`src/rtl/uart_cmd_frame_parser_if.sv`:
```
// Byte-stream and register-bus signals shared by the UART command frame parser
// and its neighbours; master is the parser side.
interface uart_cmd_frame_parser_if;
    logic [7:0]  rx_data;
    logic        rx_valid;
    logic [7:0]  tx_data;
    logic        tx_valid;
    logic        tx_ready;
    logic [7:0]  bus_addr;
    logic [31:0] bus_wdata;
    logic        bus_we;
    logic        bus_re;
    logic [31:0] bus_rdata;
    logic        bus_rvalid;
    logic        frame_err;
    logic        busy;

    modport master (
        input  rx_data, rx_valid, tx_ready, bus_rdata, bus_rvalid,
        output tx_data, tx_valid, bus_addr, bus_wdata, bus_we, bus_re, frame_err, busy
    );

    modport slave (
        output rx_data, rx_valid, tx_ready, bus_rdata, bus_rvalid,
        input  tx_data, tx_valid, bus_addr, bus_wdata, bus_we, bus_re, frame_err, busy
    );
endinterface

```
`src/rtl/uart_cmd_frame_parser.sv`:
```
// Decodes write/read command frames from the UART RX byte stream, issues single-cycle
// register-bus accesses and streams 32-bit read data back to UART TX, LSB first.
module uart_cmd_frame_parser #(
    parameter int          BYTE_TIMEOUT = 1_000_000,
    parameter int          RD_TIMEOUT   = 255,
    parameter logic [7:0]  ERR_BYTE     = 8'hEE,
    parameter logic [31:0] RD_FAIL_WORD = 32'hDEAD_DEAD
) (
    input  logic                        clk,
    input  logic                        rst,
    uart_cmd_frame_parser_if.master     bus_if
);

    localparam logic [7:0]  CMD_WRITE  = 8'h01;
    localparam logic [7:0]  CMD_READ   = 8'h02;
    localparam logic [31:0] BYTE_LIMIT = 32'(BYTE_TIMEOUT - 1);
    localparam logic [31:0] RD_LIMIT   = 32'(RD_TIMEOUT - 1);

    typedef enum logic [2:0] {
        IDLE, ADDR, WDATA, WR, RD_REQ, RD_WAIT, TX, ERR
    } state_t;

    state_t      state_reg;
    logic        is_write_reg;
    logic [1:0]  widx_reg;
    logic [1:0]  tx_idx_reg;
    logic [31:0] timer_reg;
    logic [31:0] resp_reg;
    logic [7:0]  tx_data_reg;
    logic        tx_valid_reg;
    logic [7:0]  bus_addr_reg;
    logic [31:0] bus_wdata_reg;
    logic        bus_we_reg;
    logic        bus_re_reg;
    logic        frame_err_reg;
    logic        busy_reg;

    assign bus_if.tx_data   = tx_data_reg;
    assign bus_if.tx_valid  = tx_valid_reg;
    assign bus_if.bus_addr  = bus_addr_reg;
    assign bus_if.bus_wdata = bus_wdata_reg;
    assign bus_if.bus_we    = bus_we_reg;
    assign bus_if.bus_re    = bus_re_reg;
    assign bus_if.frame_err = frame_err_reg;
    assign bus_if.busy      = busy_reg;

    always_ff @(posedge clk) begin
        if (rst) begin
            state_reg     <= IDLE;
            is_write_reg  <= 1'b0;
            widx_reg      <= 2'd0;
            tx_idx_reg    <= 2'd0;
            timer_reg     <= 32'd0;
            resp_reg      <= 32'd0;
            tx_data_reg   <= 8'd0;
            tx_valid_reg  <= 1'b0;
            bus_addr_reg  <= 8'd0;
            bus_wdata_reg <= 32'd0;
            bus_we_reg    <= 1'b0;
            bus_re_reg    <= 1'b0;
            frame_err_reg <= 1'b0;
            busy_reg      <= 1'b0;
        end else begin
            // Strobes are one cycle wide unless a transition below re-arms them.
            bus_we_reg    <= 1'b0;
            bus_re_reg    <= 1'b0;
            frame_err_reg <= 1'b0;

            case (state_reg)
                IDLE: begin
                    if (bus_if.rx_valid) begin
                        timer_reg <= 32'd0;
                        busy_reg  <= 1'b1;
                        if (bus_if.rx_data == CMD_WRITE || bus_if.rx_data == CMD_READ) begin
                            is_write_reg <= (bus_if.rx_data == CMD_WRITE);
                            state_reg    <= ADDR;
                        end else begin
                            frame_err_reg <= 1'b1;
                            tx_data_reg   <= ERR_BYTE;
                            tx_valid_reg  <= 1'b1;
                            state_reg     <= ERR;
                        end
                    end
                end

                ADDR: begin
                    if (bus_if.rx_valid) begin
                        bus_addr_reg <= bus_if.rx_data;
                        timer_reg    <= 32'd0;
                        widx_reg     <= 2'd0;
                        if (is_write_reg) begin
                            state_reg <= WDATA;
                        end else begin
                            bus_re_reg <= 1'b1;
                            state_reg  <= RD_REQ;
                        end
                    end else if (timer_reg == BYTE_LIMIT) begin
                        frame_err_reg <= 1'b1;
                        busy_reg      <= 1'b0;
                        state_reg     <= IDLE;
                    end else begin
                        timer_reg <= timer_reg + 32'd1;
                    end
                end

                WDATA: begin
                    if (bus_if.rx_valid) begin
                        bus_wdata_reg[{widx_reg, 3'b000} +: 8] <= bus_if.rx_data;
                        widx_reg  <= widx_reg + 2'd1;
                        timer_reg <= 32'd0;
                        if (widx_reg == 2'd3) begin
                            bus_we_reg <= 1'b1;
                            state_reg  <= WR;
                        end
                    end else if (timer_reg == BYTE_LIMIT) begin
                        frame_err_reg <= 1'b1;
                        busy_reg      <= 1'b0;
                        state_reg     <= IDLE;
                    end else begin
                        timer_reg <= timer_reg + 32'd1;
                    end
                end

                WR: begin
                    busy_reg  <= 1'b0;
                    state_reg <= IDLE;
                end

                RD_REQ: begin
                    // Read data only counts from RD_WAIT onwards, so a strobe here is ignored.
                    timer_reg <= 32'd0;
                    state_reg <= RD_WAIT;
                end

                RD_WAIT: begin
                    if (bus_if.bus_rvalid) begin
                        resp_reg     <= bus_if.bus_rdata;
                        tx_data_reg  <= bus_if.bus_rdata[7:0];
                        tx_valid_reg <= 1'b1;
                        tx_idx_reg   <= 2'd0;
                        state_reg    <= TX;
                    end else if (timer_reg == RD_LIMIT) begin
                        resp_reg      <= RD_FAIL_WORD;
                        tx_data_reg   <= RD_FAIL_WORD[7:0];
                        tx_valid_reg  <= 1'b1;
                        tx_idx_reg    <= 2'd0;
                        frame_err_reg <= 1'b1;
                        state_reg     <= TX;
                    end else begin
                        timer_reg <= timer_reg + 32'd1;
                    end
                end

                TX: begin
                    if (bus_if.tx_ready) begin
                        if (tx_idx_reg == 2'd3) begin
                            tx_valid_reg <= 1'b0;
                            busy_reg     <= 1'b0;
                            state_reg    <= IDLE;
                        end else begin
                            resp_reg    <= {8'd0, resp_reg[31:8]};
                            tx_data_reg <= resp_reg[15:8];
                            tx_idx_reg  <= tx_idx_reg + 2'd1;
                        end
                    end
                end

                ERR: begin
                    if (bus_if.tx_ready) begin
                        tx_valid_reg <= 1'b0;
                        busy_reg     <= 1'b0;
                        state_reg    <= IDLE;
                    end
                end

                default: begin
                    busy_reg  <= 1'b0;
                    state_reg <= IDLE;
                end
            endcase
        end
    end

endmodule

```
`src/flat_wrapper.sv`:
```
// flat-port wrapper written by rule: the top's interface ports become plain ports
module uart_cmd_frame_parser_flat 
#(
    parameter int          BYTE_TIMEOUT = 1_000_000,
    parameter int          RD_TIMEOUT   = 255,
    parameter logic [7:0]  ERR_BYTE     = 8'hEE,
    parameter logic [31:0] RD_FAIL_WORD = 32'hDEAD_DEAD
)
  (clk, rst, bus_if_rx_data, bus_if_rx_valid, bus_if_tx_ready, bus_if_bus_rdata, bus_if_bus_rvalid, bus_if_tx_data, bus_if_tx_valid, bus_if_bus_addr, bus_if_bus_wdata, bus_if_bus_we, bus_if_bus_re, bus_if_frame_err, bus_if_busy);
  uart_cmd_frame_parser_if bus_if_i ();
  input  logic clk;
  input  logic rst;
  input wire logic [$bits(bus_if_i.rx_data)-1:0] bus_if_rx_data;
  input wire logic [$bits(bus_if_i.rx_valid)-1:0] bus_if_rx_valid;
  input wire logic [$bits(bus_if_i.tx_ready)-1:0] bus_if_tx_ready;
  input wire logic [$bits(bus_if_i.bus_rdata)-1:0] bus_if_bus_rdata;
  input wire logic [$bits(bus_if_i.bus_rvalid)-1:0] bus_if_bus_rvalid;
  output wire logic [$bits(bus_if_i.tx_data)-1:0] bus_if_tx_data;
  output wire logic [$bits(bus_if_i.tx_valid)-1:0] bus_if_tx_valid;
  output wire logic [$bits(bus_if_i.bus_addr)-1:0] bus_if_bus_addr;
  output wire logic [$bits(bus_if_i.bus_wdata)-1:0] bus_if_bus_wdata;
  output wire logic [$bits(bus_if_i.bus_we)-1:0] bus_if_bus_we;
  output wire logic [$bits(bus_if_i.bus_re)-1:0] bus_if_bus_re;
  output wire logic [$bits(bus_if_i.frame_err)-1:0] bus_if_frame_err;
  output wire logic [$bits(bus_if_i.busy)-1:0] bus_if_busy;
  assign bus_if_i.rx_data = bus_if_rx_data;
  assign bus_if_i.rx_valid = bus_if_rx_valid;
  assign bus_if_i.tx_ready = bus_if_tx_ready;
  assign bus_if_i.bus_rdata = bus_if_bus_rdata;
  assign bus_if_i.bus_rvalid = bus_if_bus_rvalid;
  assign bus_if_tx_data = bus_if_i.tx_data;
  assign bus_if_tx_valid = bus_if_i.tx_valid;
  assign bus_if_bus_addr = bus_if_i.bus_addr;
  assign bus_if_bus_wdata = bus_if_i.bus_wdata;
  assign bus_if_bus_we = bus_if_i.bus_we;
  assign bus_if_bus_re = bus_if_i.bus_re;
  assign bus_if_frame_err = bus_if_i.frame_err;
  assign bus_if_busy = bus_if_i.busy;
  uart_cmd_frame_parser #(.BYTE_TIMEOUT(BYTE_TIMEOUT), .RD_TIMEOUT(RD_TIMEOUT), .ERR_BYTE(ERR_BYTE), .RD_FAIL_WORD(RD_FAIL_WORD)) u_core (.clk(clk), .rst(rst), .bus_if(bus_if_i));
endmodule
```
`config.mk`:
```
export PLATFORM = sky130hd
export DESIGN_NAME = uart_cmd_frame_parser_flat
export DESIGN_NICKNAME = d
export VERILOG_FILES = /design/src/rtl/uart_cmd_frame_parser_if.sv /design/src/rtl/uart_cmd_frame_parser.sv /design/src/flat_wrapper.sv
export SDC_FILE = /design/constraint.sdc
export NUM_CORES = 1
export LEC_CHECK = 0
export CAP_MARGIN = 20
export CORE_MARGIN = 3
export CORE_UTILIZATION = 32
export CTS_CLUSTER_DIAMETER = 80
export CTS_CLUSTER_SIZE = 25
export DETAILED_ROUTE_END_ITERATION = 10
export PLACE_DENSITY = 0.53
export SLEW_MARGIN = 20
export SYNTH_ARGS = -nofsm -noshare
export SYNTH_HDL_FRONTEND = slang
export SYNTH_SLANG_ARGS = --single-unit
```
`constraint.sdc`:
```
create_clock -name clk -period 2.8 [get_ports clk]
set_input_delay 0.42 -clock clk [delete_from_list [all_inputs] [get_ports clk]]
set_output_delay 0.42 -clock clk [all_outputs]
set_load 0.005 [all_outputs]
```
-- After elaboration in Yosys (flattened, before gate mapping)
Index checks and enable logic that the tools add are counted.
- register bits after elaboration: 125
- output and inout bits: 53
- logic and storage cells: 133
- add/subtract/negate cells: 4
- eq/ne operators: 28
- shift-type cells: 2
- muxes and demuxes: 61
- bitwise logic cells: 3
- reductions and logical operators: 21
- operator list (operator ; number):
    two-way mux 32 bit ; 9
    case mux 32 bit (4 select lines) ; 1
    case mux 32 bit (2 select lines) ; 1
    two-way mux 8 bit ; 6
    two-way mux 3 bit ; 12
    adder 32 x 1 -> 32 bit, second input constant ; 1
    bitwise mux 32 bit ; 1
    == test 32 x 20 -> 1 bit, second input constant ; 1
    == test 32 x 8 -> 1 bit, second input constant ; 1
    variable shift 8 x 7 -> 32 bit, first input constant ; 1
    indexed part select 8 x 7 -> 32 bit ; 1
    case mux 3 bit (8 select lines) ; 1
    case mux 8 bit (3 select lines) ; 1
    inequality test 2 bit, second input constant ; 10
    two-way mux 1 bit ; 18
    AND reduction 7 bit ; 2
    == test 3 bit, second input constant ; 4
    two-way mux 2 bit ; 6
    AND reduction 6 bit ; 2
    == test 8 x 1 -> 1 bit, second input constant ; 1
    == test 8 x 2 -> 1 bit, second input constant ; 1
    case mux 2 bit (2 select lines) ; 2
    nonzero test 4 bit ; 2
    negator 5 -> 7 bit ; 1
    22 further kinds ; 33

-- Longest topological paths before layout
Gate-level depths: netlist (run 1).
- depth after elaboration: 5
- mapped depth: 9
- depth with buffers taken out: 8

-- Worst setup path after synthesis (run 1)
No wires, ideal clock.
- kind: register to register
- start point: register u_core.timer_reg[27]
- end point: register u_core.resp_reg[13]
- arrival: 1922 ps
- slack: 731 ps
- cell stages (with the launch flop): 7
- path buffers: 2
- period minus slack after synthesis: 2069 ps
- cell sequence: dfxtp_1 -> or4_4 -> o41ai_4 -> o21a_4 -> buf_6 -> buf_6 -> a311oi_2
- longest elaborated chain between the ends: 3
- RTL lines (item ; line ; text):
    start: declaration ; uart_cmd_frame_parser.sv:27 ; logic [31:0] timer_reg;
    start signal: assignment ; uart_cmd_frame_parser.sv:102 ; timer_reg <= timer_reg + 32'd1;
    start signal: assignment ; uart_cmd_frame_parser.sv:120 ; timer_reg <= timer_reg + 32'd1;
    start signal: assignment ; uart_cmd_frame_parser.sv:150 ; timer_reg <= timer_reg + 32'd1;
    == test 32 x 8 -> 1 bit ; uart_cmd_frame_parser.sv:142 ; end else if (timer_reg == RD_LIMIT) begin
    inequality test 3 x 2 -> 1 bit (no line) ; n/a ;
    AND reduction 4 bit (no line) ; n/a ;
    end signal: assignment ; uart_cmd_frame_parser.sv:137 ; resp_reg <= bus_if.bus_rdata;
    end signal: assignment ; uart_cmd_frame_parser.sv:161 ; resp_reg <= {8'd0, resp_reg[31:8]};
    end: declaration ; uart_cmd_frame_parser.sv:28 ; logic [31:0] resp_reg;
No other way between the ends.
A chain may end at the register's enable or synchronous reset.

-- Worst setup path in the final report (run 1)
- start point: register u_core.state_reg[0]
- end point: register u_core.tx_data_reg[5] (netlist: u_core.bus_if.tx_data[5])
- longest elaborated chain between the ends: 3
- elaborated cells on any way between the ends: 11
- those cells by class: eq/ne (7); mux (1); reduce/logical (3)
- RTL lines (item ; line ; text):
    start: declaration ; uart_cmd_frame_parser.sv:23 ; state_t state_reg;
    start signal: assignment ; uart_cmd_frame_parser.sv:49 ; state_reg <= IDLE;
    start signal: assignment ; uart_cmd_frame_parser.sv:76 ; state_reg <= ADDR;
    start signal: assignment ; uart_cmd_frame_parser.sv:81 ; state_reg <= ERR;
    == test 3 bit or logical NOT 3 bit (tied branches) ; uart_cmd_frame_parser.sv:69 ; case (state_reg)
    inequality test 3 x 2 -> 1 bit (no line), or another cell as far along ; n/a ;
    AND reduction 6 bit (no line) ; n/a ;
    end signal: assignment ; uart_cmd_frame_parser.sv:138 ; tx_data_reg <= bus_if.bus_rdata[7:0];
    end signal: assignment ; uart_cmd_frame_parser.sv:144 ; tx_data_reg <= RD_FAIL_WORD[7:0];
    end signal: assignment ; uart_cmd_frame_parser.sv:162 ; tx_data_reg <= resp_reg[15:8];
    end: declaration ; uart_cmd_frame_parser.sv:29 ; logic [7:0] tx_data_reg;
Parallel ways exist; a longest one is shown, timed or not.

==> results.json, run 1 <==
{
  "ir_drop_mv": 0.4595,
  "status": "completed",
  "synth_area_leaders": "dfxtp_1 (42%), nand2_1 (5.9%), a311oi_2 (5.4%)",
  "dieArea_um2": 19060,
  "syn-instance-count": 662,
  "grt_pass1_wl_mm": 26.68,
  "n_antenna_cell": 0,
  "totalWireLength_mm": 16.27,
  "synth_cell_types": 63,
  "fin_cells": 991,
  "start_util_pct": 33.19,
  "power_uw": 5958,
  "synth_edf_count": 0,
  "insertion_delay_ps": 430,
  "post-cts-setup-buffer-count": 0,
  "cts_buffers": 17,
  "whs_ps": 432.8,
  "drive_gt1_share_pct": 13.10,
  "rsz0062_at_grt": "no",
  "cpPeakStageDelay_ps": 660,
  "rows": 47,
  "post-synth-top-area-cell": "dfxtp_1",
  "synth_ff_type": "dfxtp_1",
  "worst_setup_path_end_kind": "flop",
  "cts_max_level": 4,
  "worstMarginPinSlew_ps": 877.9,
  "p_leak_uw": 0.002462,
  "cts_hold_buffers": 0,
  "hpwl_mm": 11.42,
  "gp_congestion": 0.8560,
  "path_class": "reg -> reg",
  "port_buffers": 97,
  "crit_cells": 6,
  "die_h_um": 138.1,
  "min_path_type": "in -> reg",
  "finalSetupViolCount": 0,
  "track_usage_pct": 16.85,
  "critical_path.endpoint": "u_core.bus_if.tx_data[5]",
  "synth_nets": 716,
  "most-common-layout-cells": "dfxtp_1 (117), clkdlybuf4s50_1 (96), nand2_1 (87)",
  "setup_tns_ps": 0,
  "fin_skew_ps": 10.32,
  "area_growth_pct": 32.93,
  "maxSlewHeadroom_pct": 41.48,
  "die_w_um": 138.1,
  "cp.buffers_inverters": 0,
  "maxSlewViolCount": 0,
  "drt_iter0_markers": 314,
  "drtAntennaViolNets": 0,
  "worstPathCellList": "nor2_1 > nand3b_1 > nor2b_1 > o22ai_2 > nor2b_1 > a311oi_2",
  "grt_overflow": 0,
  "post-route-min-period_ps": 2557,
  "antenna_found_initial": 0,
  "cts-root-buf": "clkbuf_16",
  "first_pass_iters": 7,
  "max_freq_mhz": 391.1,
  "cap_violations": 0,
  "timing.rr.end": "u_core.bus_if.tx_data[5]",
  "drc_errors": 0,
  "crit_family": "simple AND/OR/NAND/NOR gates",
  "vias_per_cell": 5.245,
  "avgSynthCellArea_um2": 8.431,
  "cp_slowest_cell": "nor2_1",
  "cts_resized": 0,
  "cts_tree": "built",
  "worst_ep_arrival_time_ps": 2890,
  "pin_count": 98,
  "wl_per_cell_um": 16.41,
  "num_vias": 5198,
  "post-place-cells": 959,
  "clock_sinks": 117,
  "ys_seq_area_share_pct": 41.96,
  "cp_data_required_time_ps": 3140,
  "ys_ff_latch": 117,
  "crit_top_cell": "nor2b_1",
  "reg2reg_depth": 6,
  "yosysWarnings": 0,
  "finalCritPeriodShare_pct": 91.31,
  "r2r-start": "u_core.state_reg[0]",
  "hold_viol_final": 0,
  "layout_commonest_cell": "dfxtp_1",
  "worstSetupStartpoint": "u_core.state_reg[0]",
  "start_kind": "flop",
  "synthDominantCellAreaShare_pct": 41.96,
  "reg2reg_slack_ps": 240,
  "cp_max_fo": 13,
  "core_um2": 16820,
  "powerDensity_nw_per_um2": 803.0,
  "clk_pin_slew_worst_paths_ps": 60,
  "nets": 812,
  "clock_path_buffers": 2,
  "async_reset_ff_share_pct": 0,
  "grt_pass1_vias": 5210,
  "grt_start_max_net_pins": 49,
  "synthesis.area_um2": 5582
}
routing by layer:
metal / routed length, um / global-route usage (%) / up-vias
met5: 0 / 0 / -
met4: 233 / 5.460 / 0
li1: - / - / 2586
met1: 7372 / 21.20 / 2472
met3: 815 / 4.903 / 21
met2: 7844 / 27.88 / 119
worst min-delay path by stage:
stage                                            from                           to  slack, ps  depth (start not counted)
final                                             rst          u_core.timer_reg[1]        430                          2
after global routing                              rst       u_core.bus_if.tx_valid        470                          2
after CTS                                         rst          u_core.timer_reg[1]        430                          2
after detailed placement  u_core.bus_if.bus_wdata[16]  u_core.bus_if.bus_wdata[16]        440                          2
after global placement    u_core.bus_if.bus_wdata[19]  u_core.bus_if.bus_wdata[19]        440                          2
after floorplan                   u_core.resp_reg[25]          u_core.resp_reg[25]        430                          1
area by class of cell:
cell class	count	area [um2]
clock buffer	17	425.4
clock inverter	15	182.7
fill	1689	9399
inverter	14	52.55
multi-input combinational	489	2995
sequential	117	2342
tap	220	275.3
timing repair buffer	119	1146
where the power goes:
group	total (uW)	switching, uW	internal [uW]
registers	2030	180	1850
clock network	2250	898	1350
logic	1680	945	731
worst register-to-register path, cell delays in order (launching register included):
cell	delay, ps
dfxtp_1	450
nor2_1	660
nand3b_1	280
nor2b_1	390
o22ai_2	260
nor2b_1	210
a311oi_2	230
cell families after synthesis:
| kind of cell | count (synthesis) | synth area share, % |
|---|---|---|
| compound gates | 167 | 22.73 |
| xor+xnor | 22 | 3.452 |
| fa+ha+maj | 9 | 2.018 |
| buf+inv | 56 | 4.371 |
| flops | 117 | 41.96 |
| mux | 2 | 0.3587 |
| simple gates | 289 | 25.11 |
synthesized netlist by cell type (9+ instances only):
cell,count
a21oi_1,56
a311oi_2,20
and3_1,9
clkbuf_1,31
dfxtp_1,117
ha_1,9
inv_1,14
nand2_1,87
nand3_1,47
nand4_1,17
nor2_1,60
nor2_2,16
nor3_1,12
o21ai_0,29
or3_1,9
xnor2_1,18
per-stage QoR:
step                setup slack, ps  cell area [um2]  util (%)
global route                  42.54             7420     44.12
floorplan                     731.3             5582         -
detailed placement            269.4             6812     40.50
global placement              302.1             6812     40.50
CTS                           280.5             7420     44.12
finish                        243.4             7420     44.12
Note: power is estimated with default switching activity, not from simulation.
==> inputs of run 2 (changes only) <==
--- a/config.mk
+++ b/config.mk
@@ -6,12 +6,13 @@
 export NUM_CORES = 1
 export LEC_CHECK = 0
 export CAP_MARGIN = 20
-export CORE_MARGIN = 3
 export CORE_UTILIZATION = 32
+export CTS_BUF_LIST = sky130_fd_sc_hd__clkbuf_8
 export CTS_CLUSTER_DIAMETER = 80
 export CTS_CLUSTER_SIZE = 25
 export DETAILED_ROUTE_END_ITERATION = 10
 export PLACE_DENSITY = 0.53
+export SETUP_SLACK_MARGIN = 0.2
 export SLEW_MARGIN = 20
 export SYNTH_ARGS = -nofsm -noshare
 export SYNTH_HDL_FRONTEND = slang
==> run 2 against run 1 <==
  * Combinational power barely moved
  * Largest cell class unchanged
  * Count of clock-buffer cells in the layout rose by 2
  * Largest power group is now registers
  * Power shrank 10%
  * Via count up 1.9%
  * Clock power decreased by 28%
  * Critical endpoint is now u_core.timer_reg[15]
  * Setup slack gained 190 ps
  * First-iteration DRC count increased by 29%
  * Utilization down 1.1 points
  * Sequential power barely moved
  * Die area shrank 5.7%
==> results.json, run 2 (synthesis gave the netlist of run 1 again) <==
{
  "rsz0062_at_grt": "no",
  "worst_setup_path_end_kind": "flop",
  "crit_cells": 7,
  "clk_pin_slew_worst_paths_ps": 70,
  "cpPeakStageDelay_ps": 610,
  "rows": 47,
  "start_kind": "flop",
  "cts_buffers": 17,
  "worstPathCellList": "nor2b_1 > nand2_2 > o22ai_1 > buf_4 > a21oi_1 > a31oi_1 > a41o_1",
  "drive_gt1_share_pct": 13.21,
  "drt_iter0_markers": 406,
  "cp.buffers_inverters": 1,
  "maxSlewViolCount": 0,
  "num_vias": 5298,
  "holdPathStages": 2,
  "hold_viol_final": 0,
  "gp_congestion": 0.8390,
  "dieArea_um2": 17970,
  "clock_path_buffers": 2,
  "maxSlewHeadroom_pct": 39.69,
  "grt_overflow": 0,
  "drc_errors": 0,
  "status": "completed",
  "crit_family": "compound AO/OA/AOI/OAI gates",
  "vias_per_cell": 5.341,
  "final_util_pct": 43.06,
  "p_leak_uw": 0.002378,
  "setup_tns_ps": 0,
  "finalCritPeriodShare_pct": 84.53,
  "ir_drop_mv": 0.4257,
  "finalSetupViolCount": 0,
  "hpwl_mm": 11.35,
  "totalWireLength_mm": 15.97,
  "n_antenna_cell": 0,
  "drtAntennaViolNets": 0,
  "layout_commonest_cell": "dfxtp_1",
  "pin_count": 98,
  "track_usage_pct": 18.58,
  "grt_pass1_vias": 5187,
  "clock_sinks": 117,
  "post-route-min-period_ps": 2367,
  "cts_resized": 0,
  "antenna_found_initial": 0,
  "insertion_delay_ps": 440,
  "path_class": "reg -> reg",
  "max_freq_mhz": 422.5,
  "grt_start_max_net_pins": 36,
  "grt_pass1_wl_mm": 26.37,
  "core_um2": 16820,
  "min_path_type": "in -> reg",
  "start_util_pct": 33.19,
  "cap_violations": 0,
  "die_h_um": 134.1,
  "cts_tree": "built",
  "cts_hold_buffers": 0,
  "cts_max_level": 4,
  "nFillCells": 1699,
  "powerDensity_nw_per_um2": 738.7,
  "port_buffers": 97,
  "nets": 814,
  "area_growth_pct": 29.75,
  "cts-root-buf": "clkbuf_8",
  "wl_per_cell_um": 16.10,
  "first_pass_iters": 5,
  "worst_ep_arrival_time_ps": 2750,
  "cp_slowest_cell": "dfxtp_1",
  "die_w_um": 134.1,
  "post-cts-setup-buffer-count": 0,
  "most-common-layout-cells": "dfxtp_1 (117), clkdlybuf4s50_1 (96), nand2_1 (87)",
  "whs_ps": 427.2,
  "fin_skew_ps": 12.10,
  "reg2reg_depth": 7,
  "worstMarginPinSlew_ps": 904.6,
  "cp_data_required_time_ps": 3180,
  "cp_max_fo": 13
}
[run 2: report_power, final]
| part | switching, uW | total [uW] | internal (uW) |
|---|---|---|---|
| Combinational | 928 | 1670 | 744 |
| Clock | 712 | 1630 | 922 |
| Sequential | 193 | 2040 | 1850 |
| Total | 1830 | 5350 | 3520 |
[run 2: stage by stage]
step	area, um2	total power, uW	instances	setup slack [ps]
2_1_floorplan	5582	3163	662	731.3
3_3_place_gp	6827	3725	961	352.2
3_5_place_dp	6827	3749	961	308.9
4_1_cts	7242	5398	992	455.9
5_1_grt	7242	5667	992	213.5
6_report	7242	5350	992	433.2
[run 2: worst register-to-register path: cells and delay by family (launching register included)]
| family | cells | cell delay [ps] |
|---|---|---|
| AOI/OAI and AO/OA | 4 | 830 |
| and+or+nand+nor | 2 | 640 |
| DFF | 1 | 610 |
| buffers and inverters | 1 | 240 |
[run 2: final timing paths]
| path | start | endpoint | slack (ps) |
|---|---|---|---|
| hold / removal | rst | u_core.timer_reg[1] | 430 |
| hold reg to reg | u_core.bus_if.bus_wdata[7] | u_core.bus_if.bus_wdata[7] | 460 |
| setup reg to reg | u_core.state_reg[0] | u_core.timer_reg[15] | 430 |
| setup / recovery | u_core.state_reg[0] | u_core.timer_reg[15] | 430 |
[run 2: area by class of cell]
cell class                 count  area (um2)  share of cell area (%)
clock buffer                  19       261.5                   3.611
clock inverter                12       153.9                   2.125
tap                          220       275.3                   3.801
timing repair buffer         121        1161                   16.03
inverter                      14       52.55                  0.7256
multi-input combinational    489        2995                   41.36
sequential                   117        2342                   32.34
[run 2: metal layers]
layer  vias up  global-route usage [%]  wire length (um)
met5         -                       0                 0
met1      2548                   23.39              7300
li1       2592                       -                 -
met4         0                   6.305               263
met3        26                   5.367               808
met2       132                   30.31              7598
